[src/rtl/cdb_arbiter_if.sv]
`default_nettype none
// ============================================================================
//  Module      : cdb_arbiter_if
//  Description : Source handshake and CDB broadcast bundle for cdb_arbiter.
//                cdb_out layout is {valid, data[15:0], tag[2:0]}.
//  Revision    : 1.0 - initial release
// ============================================================================
interface cdb_arbiter_if #(
    parameter int NUM_SRC = 4
);
    logic [NUM_SRC-1:0]       src_valid;
    logic [NUM_SRC-1:0][15:0] src_data;
    logic [NUM_SRC-1:0][2:0]  src_tag;
    logic [NUM_SRC-1:0]       src_ready;
    logic [19:0]              cdb_out;

    modport master (
        output src_valid, src_data, src_tag,
        input  src_ready, cdb_out
    );

    modport slave (
        input  src_valid, src_data, src_tag,
        output src_ready, cdb_out
    );
endinterface
`default_nettype wire

[src/rtl/cdb_arbiter.sv]
`default_nettype none
// ============================================================================
//  Module      : cdb_arbiter
//  Description : Per-source FIFOs feeding a round-robin arbiter that drives
//                the single CDB broadcast. Optional same-cycle bypass of
//                empty FIFOs is enabled by defining CDB_BYPASS_EN.
//  Revision    : 1.0 - initial release
// ============================================================================
module cdb_arbiter #(
    parameter int NUM_SRC = 4,
    parameter int DEPTH   = 2
) (
    input  wire logic         clk,
    input  wire logic         reset,
    input  wire logic         flush,
    cdb_arbiter_if.slave      bus
);
    localparam int c_PTR_W = (DEPTH > 1) ? $clog2(DEPTH) : 1;
    localparam int c_CNT_W = $clog2(DEPTH) + 1;
    localparam int c_SRC_W = (NUM_SRC > 1) ? $clog2(NUM_SRC) : 1;

    typedef logic [18:0] entry_t;   // {data, tag}

    entry_t             r_mem    [NUM_SRC][DEPTH];
    logic [c_PTR_W-1:0] r_rd_ptr [NUM_SRC];
    logic [c_PTR_W-1:0] r_wr_ptr [NUM_SRC];
    logic [c_CNT_W-1:0] r_count  [NUM_SRC];
    logic [c_SRC_W-1:0] r_rr_ptr;

    logic [NUM_SRC-1:0] w_ready;
    logic [NUM_SRC-1:0] w_cand;
    logic [NUM_SRC-1:0] w_eligible;
    logic [NUM_SRC-1:0] w_push;
    logic [NUM_SRC-1:0] w_pop;
    logic               w_found;
    logic               w_grant;
    logic [c_SRC_W-1:0] w_winner;
    entry_t             w_payload;

    function automatic logic [c_PTR_W-1:0] f_next_ptr(input logic [c_PTR_W-1:0] p);
        return (p == c_PTR_W'(DEPTH - 1)) ? '0 : p + c_PTR_W'(1);
    endfunction

    for (genvar g = 0; g < NUM_SRC; g++) begin : g_src
        // Readiness looks only at the registered count, so a full FIFO stays
        // closed even in the cycle it pops.
        assign w_ready[g] = !reset && (r_count[g] < c_CNT_W'(DEPTH));
`ifdef CDB_BYPASS_EN
        assign w_cand[g] = (r_count[g] == '0) && bus.src_valid[g];
`else
        assign w_cand[g] = 1'b0;
`endif
        assign w_eligible[g] = !reset && ((r_count[g] != '0) || w_cand[g]);
        assign w_pop[g]  = w_grant && (w_winner == c_SRC_W'(g)) && (r_count[g] != '0);
        // A bypass winner is consumed straight onto the bus, never stored.
        assign w_push[g] = bus.src_valid[g] && w_ready[g]
                           && !(w_grant && (w_winner == c_SRC_W'(g)) && w_cand[g]);
    end

    always_comb begin
        int v_idx;
        v_idx    = 0;
        w_found  = 1'b0;
        w_winner = '0;
        for (int i = 0; i < NUM_SRC; i++) begin
            v_idx = (int'(r_rr_ptr) + i) % NUM_SRC;
            if (!w_found && w_eligible[v_idx[c_SRC_W-1:0]]) begin
                w_found  = 1'b1;
                w_winner = v_idx[c_SRC_W-1:0];
            end
        end
    end

    always_comb begin
        w_payload = r_mem[w_winner][r_rd_ptr[w_winner]];
`ifdef CDB_BYPASS_EN
        if (r_count[w_winner] == '0) begin
            w_payload = {bus.src_data[w_winner], bus.src_tag[w_winner]};
        end
`endif
    end

    assign w_grant       = w_found && !flush;
    assign bus.cdb_out   = w_grant ? {1'b1, w_payload} : '0;
    assign bus.src_ready = w_ready;

    always_ff @(posedge clk) begin
        if (reset) begin
            r_rr_ptr <= '0;
            for (int i = 0; i < NUM_SRC; i++) begin
                r_count[i]  <= '0;
                r_rd_ptr[i] <= '0;
                r_wr_ptr[i] <= '0;
            end
        end else if (flush) begin
            // Flush empties the FIFOs but keeps the fairness position.
            for (int i = 0; i < NUM_SRC; i++) begin
                r_count[i]  <= '0;
                r_rd_ptr[i] <= '0;
                r_wr_ptr[i] <= '0;
            end
        end else begin
            if (w_grant) begin
                r_rr_ptr <= (w_winner == c_SRC_W'(NUM_SRC - 1)) ? '0 : w_winner + c_SRC_W'(1);
            end
            for (int i = 0; i < NUM_SRC; i++) begin
                if (w_push[i]) r_wr_ptr[i] <= f_next_ptr(r_wr_ptr[i]);
                if (w_pop[i])  r_rd_ptr[i] <= f_next_ptr(r_rd_ptr[i]);
                if (w_push[i] && !w_pop[i]) begin
                    r_count[i] <= r_count[i] + c_CNT_W'(1);
                end else if (!w_push[i] && w_pop[i]) begin
                    r_count[i] <= r_count[i] - c_CNT_W'(1);
                end
            end
        end
    end

    always_ff @(posedge clk) begin
        for (int i = 0; i < NUM_SRC; i++) begin
            if (w_push[i] && !reset && !flush) begin
                r_mem[i][r_wr_ptr[i]] <= {bus.src_data[i], bus.src_tag[i]};
            end
        end
    end
endmodule
`default_nettype wire

[src/flat_wrapper.sv]
// flat-port wrapper written by rule: the top's interface ports become plain ports
module cdb_arbiter_flat 
#(
    parameter int NUM_SRC = 4,
    parameter int DEPTH   = 2
)
  (clk, reset, flush, bus_src_valid, bus_src_data, bus_src_tag, bus_src_ready, bus_cdb_out);
  cdb_arbiter_if #(.NUM_SRC(NUM_SRC)) bus_i ();
  input  wire logic clk;
  input  wire logic reset;
  input  wire logic flush;
  input wire logic [$bits(bus_i.src_valid)-1:0] bus_src_valid;
  input wire logic [$bits(bus_i.src_data)-1:0] bus_src_data;
  input wire logic [$bits(bus_i.src_tag)-1:0] bus_src_tag;
  output wire logic [$bits(bus_i.src_ready)-1:0] bus_src_ready;
  output wire logic [$bits(bus_i.cdb_out)-1:0] bus_cdb_out;
  assign bus_i.src_valid = bus_src_valid;
  assign bus_i.src_data = bus_src_data;
  assign bus_i.src_tag = bus_src_tag;
  assign bus_src_ready = bus_i.src_ready;
  assign bus_cdb_out = bus_i.cdb_out;
  cdb_arbiter #(.NUM_SRC(NUM_SRC), .DEPTH(DEPTH)) u_core (.clk(clk), .reset(reset), .flush(flush), .bus(bus_i));
endmodule
[config.mk]
export PLATFORM = sky130hd
export DESIGN_NAME = cdb_arbiter_flat
export DESIGN_NICKNAME = d
export VERILOG_FILES = /design/src/rtl/cdb_arbiter_if.sv /design/src/rtl/cdb_arbiter.sv /design/src/flat_wrapper.sv
export SDC_FILE = /design/constraint.sdc
export NUM_CORES = 1
export LEC_CHECK = 0
export ABC_AREA = 1
export CORE_MARGIN = 2
export CORE_UTILIZATION = 55
export CTS_BUF_LIST = sky130_fd_sc_hd__clkbuf_16
export DETAILED_ROUTE_END_ITERATION = 6
export PLACE_DENSITY = 0.8
export SYNTH_ARGS = -nofsm -noshare
export SYNTH_HDL_FRONTEND = slang
export SYNTH_SLANG_ARGS = --single-unit
[constraint.sdc]
create_clock -name clk -period 4.1 [get_ports clk]
set_input_delay 0.615 -clock clk [delete_from_list [all_inputs] [get_ports clk]]
set_output_delay 0.615 -clock clk [all_outputs]
set_load 0.01 [all_outputs]
==> run summary <==
status -> finished clean
Synth area leader -> edfxtp_1
die width -> 123.6 um
H-tree lvl count -> 4
CTS tree -> built
port bufs -> 106
first-pass GRT wire length -> 29370 um
Antenna diodes -> 0
Setup crit end kind -> output pin
Distinct cells, synth -> 31
Post-Syn Nets -> 858
GRT Util Overall -> 26.03%
Tcrit/Tclk final -> 96.43%
Levels on crit path -> 19
Worst Path Arrival -> 3.34 ns
f_max -> 252.9 MHz
top cell type's share of synthesized area -> 63.33%
Final ANT Viol Nets -> 0
Final Max Slew Viols -> 0
commonest non-fill, non-tap cells in the layout -> 201 x nand2_1, 166 x edfxtp_1, 134 x nand3_1
fillers -> 951
fin nets -> 968
final setup margin -> 0.1465 ns
Setup crit start kind -> flip-flop
layout cells sized above 1 -> 9.203%
site row count -> 43
CP max stage delay -> 0.54 ns
Synth Warn # -> 0
Clock transition at path regs -> 0.06 ns
Num CTS Buffers -> 17
Crit-path slowest cell -> clkdlybuf4s50_1
number of enable flip-flop cells after synthesis -> 166
register area -> 5067 um^2
WS Path Type -> reg2out
total clock sinks -> 170
CTS max path bufs -> 2
critical path data required time -> 3.48 ns
post-synthesis cell count -> 768
Post-Syn Area per Cell -> 10.25 um^2
Iter 0 DRT Violations -> 942
worst min-delay path class -> reg2reg
Initial Util -> 56.49%
Crit path top cell by count -> nand2_1
Synth Register Bits -> 170
Worst Skew -> 0.006340 ns
die area -> 15280 um^2
Vias/cell -> 5.734
Post-synth ARST share -> 0%
largest net degree at the start of global routing -> 69
Min Hold Slack -> 0.5286 ns
DRC -> 0
# setup viols final -> 0
crit-path max FO -> 39
CP top delay family -> simple AND/OR/NAND/NOR gates
register area share after synthesis -> 64.35%
Worst-Margin Slew -> 0.6817 ns
most common cell after layout, fill and taps aside -> nand2_1
Hold Path Cell Cnt -> 1
area occupied by multi-input gates -> 2344 um^2
die height -> 123.6 um
max cap viols -> 0
hpwl dp -> 13380 um
Initial DRT Pass Iterations -> 5
Core ar. -> 13930 um^2
final RePlAce weighted congestion -> 0.9489
Root Buffer -> clkbuf_16
Tmin final -> 3.954 ns
routed len/inst -> 18.00 um
Skew-Pair Late Insertion Delay -> 0.43 ns
Place WS -> -0.05950 ns
r2r worst-path depth -> 22
quantity of hold-fixing buffers added after cts -> 0
GRT Residual Overflow -> 0
Syn Std Cell Area -> 7871 um^2
antenna violations before repair -> 0
via count of the first global-routing pass -> 5571
Worst Path Buf+Inv -> 3
final hold viol count -> 0
via count -> 6141
ys flop type -> edfxtp_1
CP Cell Sequence -> inv_1 -> ha_1 -> nor2_2 -> nand2_1 -> nand3_1 -> nand2_2 -> nand2_1 -> nand2_2 -> nor2_2 -> nand2_4 -> nand2_4 -> buf_12 -> nand2_1 -> nand3_1 -> nand2_1 -> nand2_1 -> nand2_1 -> nor2_1 -> clkdlybuf4s50_1
I/O pins -> 107
largest cells by area after synthesis -> edfxtp_1 63%, nand2_1 9.6%, nand3_1 8.6%, nand3b_1 3.6%, nor2_1 3.3%
total wire length -> 19280 um
slew margin rel. -> 54.38%
Area Growth Syn to Fin -> 25.99%
==> logic make-up (layout without fill, tap and decap cells) <==
logic type	count (synthesis)	after routing	synth area share (%)
flops	170	170	64.35
fa+ha+maj	7	7	1.113
buf+inv	110	233	6.215
simple gates	462	462	26.91
compound gates	18	18	1.303
xor+xnor	1	1	0.1113
==> state kept, by name, summed over array words and instances, names as in the netlist <==
name and count:
u_core.r_mem 152, u_core.r_rr_ptr 2, u_core.r_rd_ptr 4, u_core.r_count 8
u_core.r_wr_ptr 4
==> worst paths after layout <==
path | start | end | slack (ns)
worst min register to register | u_core.r_rd_ptr[2] | u_core.r_rd_ptr[2] | 0.53
worst min-delay path | u_core.r_rd_ptr[2] | u_core.r_rd_ptr[2] | 0.53
worst max-delay path | u_core.r_count[2][0] | bus_cdb_out[2] | 0.15
worst max register to register | u_core.r_count[2][0] | u_core.r_count[2][0] | 1.02
==> per-stage QoR <==
stage	setup TNS [ns]	util (%)	cell area [um^2]	instances
after CTS	0	70.58	9834	1070
after detailed placement	-0.2748	66.07	9206	1038
after global placement	0	66.07	9206	1038
after global routing	-0.006774	71.17	9917	1071
after floorplan	0	-	7871	768
final	0	71.17	9917	1071
==> layout make-up <==
cell class | instances | area share (%)
Clock inverter | 15 | 1.981
Clock buffer | 17 | 4.290
Multi-Input combinational cell | 488 | 23.63
Tap cell | 180 | 2.271
Sequential cell | 170 | 51.10
Inverter | 68 | 2.574
Timing Repair Buffer | 133 | 14.16
==> metal layers <==
metal	vias to the layer above	share of wire, %	GRT usage, %
met3	56	11	5.815
met2	399	44	36.57
met1	2861	43	39.69
li1	2825	-	-
met5	-	0	0
met4	0	2.6	9.943
==> repair_timing <==
item | in CTS | in global routing
resized for setup | 2 | 27
setup endpoints to repair | 13 | 19
cloned | 0 | 0
hold endpoints to repair | 0 | 0
setup buffers | 0 | 1
==> synth_stat cells, types with 5 or more instances <==
cell type,n
buf_4,10
nand3_1,136
nand3b_1,38
buf_2,19
nor2_1,69
ha_1,7
nand4_1,5
inv_1,63
clkbuf_1,7
edfxtp_1,166
a21oi_1,7
o21ai_0,6
nand2_1,202
Power is left out: the tool's default activity adds up to more than one toggle a clock period on the data nets, which glitch-free logic cannot reach.
